`src/rtl/fb_write_arbiter.sv`:
```
// Pixel-write port owner for the 160x120 VGA framebuffer: full-screen clear sweep
// plus round-robin sharing of the port between two drawing requesters.
module fb_write_arbiter #(
    parameter int             XMAX      = 159,
    parameter int             YMAX      = 119,
    parameter int             CW        = 3,
    parameter logic [CW-1:0]  BG_COLOUR = '0
) (
    input  logic          clk,
    input  logic          resetn,
    input  logic          clear_start,
    output logic          clear_busy,
    output logic          clear_done,
    input  logic          req0,
    input  logic [7:0]    x0,
    input  logic [7:0]    y0,
    input  logic [CW-1:0] c0,
    output logic          gnt0,
    input  logic          req1,
    input  logic [7:0]    x1,
    input  logic [7:0]    y1,
    input  logic [CW-1:0] c1,
    output logic          gnt1,
    output logic [7:0]    vga_x,
    output logic [7:0]    vga_y,
    output logic [CW-1:0] vga_colour,
    output logic          vga_plot
);

    typedef enum logic {
        IDLE  = 1'b0,
        CLEAR = 1'b1
    } state_t;

    localparam logic [7:0] XLAST = 8'(XMAX);
    localparam logic [7:0] YLAST = 8'(YMAX);

    state_t        state_q, state_d;
    logic [7:0]    cx_q, cx_d;
    logic [7:0]    cy_q, cy_d;
    logic          rr_q, rr_d;

    logic          g0_p0, g1_p0;
    logic          vld_p0;
    logic          done_p0;
    logic [7:0]    x_p0, y_p0;
    logic [CW-1:0] col_p0;

    function automatic logic in_range(input logic [7:0] px, input logic [7:0] py);
        return (px <= XLAST) && (py <= YLAST);
    endfunction

    // Stage 0: arbitration, clear sweep and selection of the next pixel
    always_comb begin
        state_d = state_q;
        cx_d    = cx_q;
        cy_d    = cy_q;
        rr_d    = rr_q;
        g0_p0   = 1'b0;
        g1_p0   = 1'b0;
        vld_p0  = 1'b0;
        done_p0 = 1'b0;
        x_p0    = vga_x;
        y_p0    = vga_y;
        col_p0  = vga_colour;
        case (state_q)
            IDLE: begin
                if (clear_start) begin
                    state_d = CLEAR;
                    cx_d    = '0;
                    cy_d    = '0;
                end else if (req0 && (!req1 || !rr_q)) begin
                    g0_p0 = 1'b1;
                    rr_d  = 1'b1;
                    if (in_range(x0, y0)) begin
                        vld_p0 = 1'b1;
                        x_p0   = x0;
                        y_p0   = y0;
                        col_p0 = c0;
                    end
                end else if (req1) begin
                    g1_p0 = 1'b1;
                    rr_d  = 1'b0;
                    if (in_range(x1, y1)) begin
                        vld_p0 = 1'b1;
                        x_p0   = x1;
                        y_p0   = y1;
                        col_p0 = c1;
                    end
                end
            end
            CLEAR: begin
                // The last sweep pixel is on the port this cycle; hand back next cycle.
                if (clear_done) begin
                    state_d = IDLE;
                end else begin
                    vld_p0 = 1'b1;
                    x_p0   = cx_q;
                    y_p0   = cy_q;
                    col_p0 = BG_COLOUR;
                    if (cx_q == XLAST) begin
                        cx_d = '0;
                        if (cy_q == YLAST) begin
                            done_p0 = 1'b1;
                        end else begin
                            cy_d = cy_q + 8'd1;
                        end
                    end else begin
                        cx_d = cx_q + 8'd1;
                    end
                end
            end
            default: state_d = IDLE;
        endcase
    end

    assign gnt0       = resetn & g0_p0;
    assign gnt1       = resetn & g1_p0;
    assign clear_busy = (state_q == CLEAR);

    // Stage 1: registered adapter write port and control state
    always_ff @(posedge clk or negedge resetn) begin
        if (!resetn) begin
            state_q    <= IDLE;
            cx_q       <= '0;
            cy_q       <= '0;
            rr_q       <= 1'b0;
            vga_plot   <= 1'b0;
            clear_done <= 1'b0;
            vga_x      <= '0;
            vga_y      <= '0;
            vga_colour <= '0;
        end else begin
            state_q    <= state_d;
            cx_q       <= cx_d;
            cy_q       <= cy_d;
            rr_q       <= rr_d;
            vga_plot   <= vld_p0;
            clear_done <= done_p0;
            vga_x      <= x_p0;
            vga_y      <= y_p0;
            vga_colour <= col_p0;
        end
    end

endmodule

```
`config.mk`:
```
export PLATFORM = sky130hd
export DESIGN_NAME = fb_write_arbiter
export DESIGN_NICKNAME = d
export VERILOG_FILES = /design/src/rtl/fb_write_arbiter.sv
export SDC_FILE = /design/constraint.sdc
export NUM_CORES = 1
export LEC_CHECK = 0
export ABC_AREA = 1
export CORE_MARGIN = 4
export CORE_UTILIZATION = 44
export CTS_BUF_LIST = sky130_fd_sc_hd__clkbuf_8
export DETAILED_ROUTE_END_ITERATION = 10
export GPL_TIMING_DRIVEN = 0
export PLACE_DENSITY = 0.89
export SLEW_MARGIN = 20
export SYNTH_ARGS = -nofsm -noshare
export SYNTH_HDL_FRONTEND = slang
export SYNTH_SLANG_ARGS = --single-unit
```
`constraint.sdc`:
```
create_clock -name clk -period 1.5 [get_ports clk]
set_input_delay 0.3 -clock clk [delete_from_list [all_inputs] [get_ports clk]]
set_output_delay 0.3 -clock clk [all_outputs]
set_load 0.01 [all_outputs]
```
==> run summary, run 1 <==
Run status: complete, but fails checks
Failing checks: negative setup slack
Die area: 0.00628 mm2
Number of maximum-capacitance violations: 0
Die Ht: 79.3 um
Post-Route WL: 12.3 mm
Final Hold Fails: 0
Share of cells above drive strength 1: 0.331
CP max-delay cell: dfrtp_1
Core Area: 0.00482 mm2
Minimum clock period: 1.80 ns
Syn nets: 361
Hold endpoint: vga_y[6]$_DFFE_PN0P_
Largest net degree at the start of global routing: 30
RR Startpoint: rr_q$_DFFE_PN0P_
Worst path depth: 9
Vias in the first global route: 3000
Worst endpoint required time: 1.77 ns
Ant. Diodes: 0
Power Total: 2210 uW
Most common cell after layout, fill and taps aside: nand2_1
Net Sw Frac: 0.270
Fin nets: 473
Reg2Reg Depth: 9
GR Util met1: 0.315
WS Path Type: reg -> reg
Most frequent cells in the layout: nand2_1 (103), dfrtp_1 (38), clkdlybuf4s50_1 (38)
Hold depth: 5
Clk sinks: 39
Seq/Total Area, Yosys: 0.437
Clk pwr share: 0.393
DRC: 0
DP HPWL: 5.09 mm
Post-Syn Instances: 316
Global route total overflow: 0
Area grow syn2layout: 77.2%
Register share of total power: 0.476
Row Count: 25
Asr flop ratio synth: 1.00
CP endpoint kind: flip-flop
Max Root-Sink Buffers: 2
Static Leakage: 0.00206 uW
Worst setup margin: -0.298 ns
Number of vias in the routed layout: 3286
Worst-Margin Slew: 0.518 ns
CP max stage delay: 0.42 ns
Synthesized cell area: 0.00223 mm2
Delay-heaviest family, CP: simple AND/OR/NAND/NOR gates
Gr busiest metal: met2
DRT iter0 DRCs: 506
Chip width: 79.3 um
Max IR drop VDD: 537 uV
R2R Setup Slk: -0.30 ns
Internal power: 1610 uW
Mean post-synth cell area: 7.07 um2
PortBufs: 66
First-pass GRT wire length: 14.0 mm
Startpoint Class: flip-flop
Comb pwr share: 0.131
Critical Path AT: 2.07 ns
Synth warn: 0
Fin crit share: 1.20
Setup violators final: 32
Crit path max fanout: 10
Top Ports: 67
Cell area power density: 558 mW/mm2
Starting Density: 0.464
Peak Freq: 0.556 GHz
Worst slew margin: 0.653
Root Driver: clkbuf_8
Slew Viols, Final: 0
Clock slew at reported path FFs: 0.10 ns
Main synth FF type: dfrtp_1
Clk_skew: 0.0204 ns
Hold Path Class: in -> reg
RSZ-0062 raised after global routing: yes
Clock latency on the worst-skew pair: 0.33 ns
H-tree levels: 2
Seq cells post-synth: 39
Total GRT Usage: 0.288
RD Place Congestion: 0.915
Reg2reg end: vga_x[4]$_DFFE_PN0P_
Average wire per standard cell: 24.7 um
M2 GR Usage: 0.484
Hold Slack: 0.497 ns
Grt met3 use: 0.0726
CTS Buf Count: 5
Cell mode on critical path: nand2_1
First-pass DRT Iterations: 7
Routed Antenna Nets: 0
Switching Power: 596 uW
Post-synth cell types: 27
Initial antenna violation count: 0
CP Cell Sequence: nand2_2 > nand2_4 > inv_4 > buf_4 > buf_4 > nand2_1 > a31oi_1 > nand2_1 > nand2_1
CTS tree: built
Vias per std cell: 6.63
Hold Startpoint: y1[6]
Post-synth EDFFs: 0
WP buf/inv: 3
==> worst max path at each step <==
| stage | from | endpoint | slack [ns] |
|---|---|---|---|
| CTS | rr_q$_DFFE_PN0P_ | gnt0 | -0.16 |
| finish | rr_q$_DFFE_PN0P_ | vga_x[4]$_DFFE_PN0P_ | -0.30 |
| global route | rr_q$_DFFE_PN0P_ | vga_x[4]$_DFFE_PN0P_ | -0.35 |
| global placement | resetn | gnt1 | -1.90 |
| floorplan | clear_busy$_DFF_PN0_ | cy_q[6]$_DFFE_PN0P_ | -0.07 |
| detailed placement | req1 | gnt0 | -1.02 |
==> state kept, by name, indices dropped and copies added (netlist names) <==
name	flops
clear_busy	1
cy_q	8
rr_q	1
vga_plot	1
clear_done	1
vga_colour	3
vga_x	8
cx_q	8
vga_y	8
==> metrics by stage <==
step | cell area [um2] | utilization | setup WS [ns] | TNS, ns | std cells
4_1_cts | 3500 | 0.727 | -0.160 | -1.17 | 486
6_report | 3960 | 0.822 | -0.298 | -5.08 | 496
3_3_place_gp | 3000 | 0.623 | -1.90 | -46.73 | 449
2_1_floorplan | 2260 | - | -0.0714 | -0.321 | 316
3_5_place_dp | 3020 | 0.626 | -1.02 | -14.55 | 450
5_1_grt | 3960 | 0.822 | -0.349 | -5.99 | 496
==> worst register-to-register path, cell delays in order (launching register included) <==
cell,delay [ns]
dfrtp_1,0.42
nand2_2,0.10
nand2_4,0.08
inv_4,0.07
buf_4,0.13
buf_4,0.20
nand2_1,0.09
a31oi_1,0.40
nand2_1,0.15
nand2_1,0.12
==> power by group through the flow <==
stage | Combinational [uW] | Sequential, uW | Clock [uW]
2_1_floorplan | 51.2 | 1070 | 0
3_5_place_dp | 209 | 1070 | 0
5_1_grt | 300 | 1050 | 897
4_1_cts | 231 | 1050 | 811
6_report | 290 | 1050 | 868
3_3_place_gp | 203 | 1070 | 0
==> kinds of logic after synthesis <==
family                     count (synthesis)  share of synthesized area
AOI/OAI and AO/OA                         32                     0.0913
and+or+nand+nor                          207                      0.386
xor gates and xnor gates                   4                     0.0157
buffers and inverters                     32                     0.0588
adders and majority gates                  2                     0.0112
DFF                                       39                      0.437
==> repair_timing <==
action                     CTS  global route
setup endpoints to repair   38            50
pin swaps                   10            37
gates cloned                 1             2
hold buffers                 2             0
setup buffers               25            14
resized for setup           71           106
hold endpoints to repair    10             0
==> synth_stat cells, types with 2 or more instances <==
cell type / count / area share
nand3_1: 35 / 0.078
dfrtp_1: 39 / 0.44
ha_1: 2 / 0.011
nand4_1: 5 / 0.014
o21ai_0: 6 / 0.013
a31oi_1: 15 / 0.042
nor3_1: 5 / 0.011
buf_2: 3 / 0.0067
a21oi_1: 4 / 0.0090
inv_1: 15 / 0.025
nand2_1: 129 / 0.22
inv_2: 2 / 0.0034
clkbuf_1: 8 / 0.013
buf_1: 3 / 0.0050
xor2_1: 3 / 0.012
o21ai_2: 5 / 0.020
nor2_1: 26 / 0.044
or2_2: 2 / 0.0056
==> final cells by class <==
type	instances	area, um2
multi-input cells	245	1510
repair buffers	106	1070
flip-flops and latches	39	977
fillers	223	858
plain buffers	14	133
clock buffers	7	96.3
well taps	67	83.8
inverters	17	78.8
clock inverters	1	7.51
==> layer usage <==
metal / vias to the layer above / share of wire / wire [um]
li1: 1261 / - / -
met1: 1490 / 0.33 / 4030
met2: 389 / 0.43 / 5250
met3: 146 / 0.15 / 1810
met4: 0 / 0.096 / 1180
met5: - / 0 / 0
Power figures use the tool's default switching activity.
==> run 2: changes to the inputs <==
- CORE_MARGIN: 4 -> 3
==> run 2 against run 1 <==
  * The run still ends with negative setup slack left
  * Sequential power about the same
  * Non-clock buffer count decreased by 6
  * Wire length decreased by 19%
  * Via count decreased by 7.6%
  * Design area decreased by 7.0%
  * Largest cell class unchanged
  * Largest power group unchanged
==> run summary, run 2 (synthesis gave the netlist of run 1 again) <==
Clk sinks: 39 (unchanged)
Worst endpoint required time: 1.69 ns (-0.08 ns)
PortBufs: 66 (unchanged)
Largest net degree at the start of global routing: 25 (-17%)
Die area: 0.00597 mm2 (-5.0%)
Total GRT Usage: 0.265 (-0.0237)
Share of cells above drive strength 1: 0.251 (-0.0804)
Setup violators final: 30 (-6.3%)
WP buf/inv: 3 (unchanged)
Most common cell after layout, fill and taps aside: nand2_1
Failing checks: negative setup slack
Vias per std cell: 6.19 (-6.5%)
Clock latency on the worst-skew pair: 0.31 ns (-0.02 ns)
Hold Path Class: in -> async
WS Path Type: in -> reg
Number of maximum-capacitance violations: 0 (unchanged)
# placed instances: 450 (unchanged)
Slew Viols, Final: 0 (unchanged)
Area grow syn2layout: 64.8%
RSZ-0062 raised after global routing: yes
Global route total overflow: 0 (unchanged)
H-tree levels: 2 (unchanged)
Top Ports: 67 (unchanged)
Routed Antenna Nets: 0 (unchanged)
Clock slew at reported path FFs: 0.09 ns (about the same)
Final Hold Fails: 0 (unchanged)
Ant. Diodes: 0 (unchanged)
CP endpoint kind: flip-flop
Max Root-Sink Buffers: 2 (unchanged)
Clk pwr share: 0.409 (+0.016)
Setup crit start: y1[5]
Fin crit share: 1.13 (-0.0698)
Critical Path AT: 1.88 ns (-0.19 ns)
Post-Route WL: 9.97 mm (-19%)
Starting Density: 0.464 (unchanged)
Initial antenna violation count: 0 (unchanged)
RD Place Congestion: 0.880 (-3.8%)
Run status: complete, but fails checks
DP HPWL: 5.19 mm (+1.9%)
DRT iter0 DRCs: 460 (-9.1%)
First-pass DRT Iterations: 6 (-1)
Final cell area excluding filler cells: 0.00368 mm2 (-7.0%)
Vias in the first global route: 2650 (-12%)
Root Driver: clkbuf_8
Internal power: 1690 uW (+4.7%)
Max IR drop VDD: 397 uV (-26%)
CP max-delay cell: clkdlybuf4s50_1
Core Area: 0.00482 mm2 (unchanged)
Cell mode on critical path: nand2_1
CTS tree: built
Peak Freq: 0.590 GHz (+6.2%)
Comb pwr share: 0.121 (-0.010)
Layout fillers: 294 (+32%)
Worst-Margin Slew: 0.670 ns (+0.152 ns)
Delay-heaviest family, CP: buffers and inverters
CTS Buf Count: 5 (unchanged)
Post-route insts no fill: 490 (-1.2%)
Fin nets: 467 (-1.3%)
Static Leakage: 0.00193 uW (-6.0%)
Chip width: 77.3 um (-2.5%)
Register share of total power: 0.470 (-0.006)
Row Count: 25 (unchanged)
Most frequent cells in the layout: nand2_1 (111), dfrtp_1 (38), clkdlybuf4s50_1 (38)
Die Ht: 77.3 um (-2.5%)
Minimum clock period: 1.69 ns (-0.105 ns)
RR Startpoint: rr_q$_DFFE_PN0P_
DRC: 0 (unchanged)
Switching Power: 546 uW (-8.4%)
Worst slew margin: 0.552 (-0.101)
Worst setup margin: -0.194 ns (+0.105 ns)
Cell area power density: 607 mW/mm2 (+8.7%)
First-pass GRT wire length: 12.6 mm (-10%)
CP Cell Sequence: clkdlybuf4s50_1 > nand2_1 > inv_1 > nand2_1 > nand3_1 > nand2_4 > nand3_4 > nand2_4 > buf_6 > nand2_1 > nand2_1
Number of vias in the routed layout: 3035 (-7.6%)
Setup WS pre-CTS: -0.996 ns (+0.0265 ns)
CP max stage delay: 0.54 ns (+0.12 ns)
Clk_skew: 0.00711 ns (-0.0133 ns)
Startpoint Class: input port
Area of placed instances: 0.00302 mm2 (unchanged)
Crit path max fanout: 10 (unchanged)
Net Sw Frac: 0.245 (-0.0255)
Average wire per standard cell: 20.3 um (-18%)
==> run 2: cell count changes in the layout (fill, tap and decap cells not counted), sizes merged <==
| cell | change |
|---|---|
| clkinv | +2 |
| dlygate4sd3 | -1 |
| clkdlybuf4s15 | -1 |
| bufinv | +1 |
| dlygate4sd2 | +2 |
| dlymetal6s2s | -1 |
| buf | -7 |
| clkinvlp | -1 |
==> run 2: repair_timing <==
item / 4_1_cts / 5_1_grt
gates resized for setup: 54 / 60
setup endpoints to repair: 40 / 43
pin swaps: 6 / 12
endpoints found under the hold margin: 15 / 0
hold buffers: 2 / 0
gates cloned: 0 / 1
buffers inserted: 14 / 17
==> run 2: path summary, 6_finish.rpt <==
check | end | slack [ns] | depth (start not counted)
max in group asynchronous | vga_x[6]$_DFFE_PN0P_ | 0.48 | 2
worst max-delay path | vga_x[6]$_DFFE_PN0P_ | -0.19 | 11
worst min-delay path | cy_q[2]$_DFFE_PN0P_ | 0.02 | 3
worst min register to register | vga_colour[2]$_DFFE_PN0P_ | 0.52 | 2
min in group clk | cx_q[4]$_DFFE_PN0P_ | 0.44 | 4
worst max register to register | vga_y[0]$_DFFE_PN0P_ | -0.18 | 8
==> run 2: worst register-to-register path: cells and delay by family, from the launching register on <==
kind	cells	cell delay (ns)
buffers and inverters	2	0.52
AO/OA/AOI/OAI	1	0.23
AND/OR/NAND/NOR	5	0.50
flip-flops	1	0.38
==> run 2: layer usage <==
metal	GRT usage	vias up	part of all wire
met5	0	-	0
met2	0.465	294	0.49
li1	-	1240	-
met4	0.107	0	0.072
met3	0.0622	89	0.096
met1	0.308	1412	0.34
==> run 2: power groups by stage <==
stage | logic (uW) | clock network (uW) | registers, uW
6_report | 271 | 913 | 1050
3_3_place_gp | 203 | 0 | 1070
5_1_grt | 284 | 951 | 1050
3_5_place_dp | 211 | 0 | 1070
2_1_floorplan | 51.2 | 0 | 1070
4_1_cts | 233 | 889 | 1050
==> run 2: area by class of cell <==
class | instances | area, um2 | share of cell area
multi-input cells | 245 | 1350 | 0.366
repair buffers | 100 | 981 | 0.266
flip-flops and latches | 39 | 977 | 0.265
plain buffers | 14 | 113 | 0.0306
well taps | 67 | 83.8 | 0.0228
clock buffers | 5 | 68.8 | 0.0187
inverters | 17 | 68.8 | 0.0187
clock inverters | 3 | 43.8 | 0.0119
==> run 2: per-stage QoR <==
stage               hold slack, ns  power [uW]  TNS, ns  utilization
CTS                         0.0282        2170   -0.658        0.701
floorplan                  0.00441        1120   -0.321            -
global placement             0.484        1270   -45.91        0.623
detailed placement           0.231        1280   -14.58        0.626
global route                0.0272        2290    -7.04        0.765
finish                      0.0191        2230    -3.78        0.765
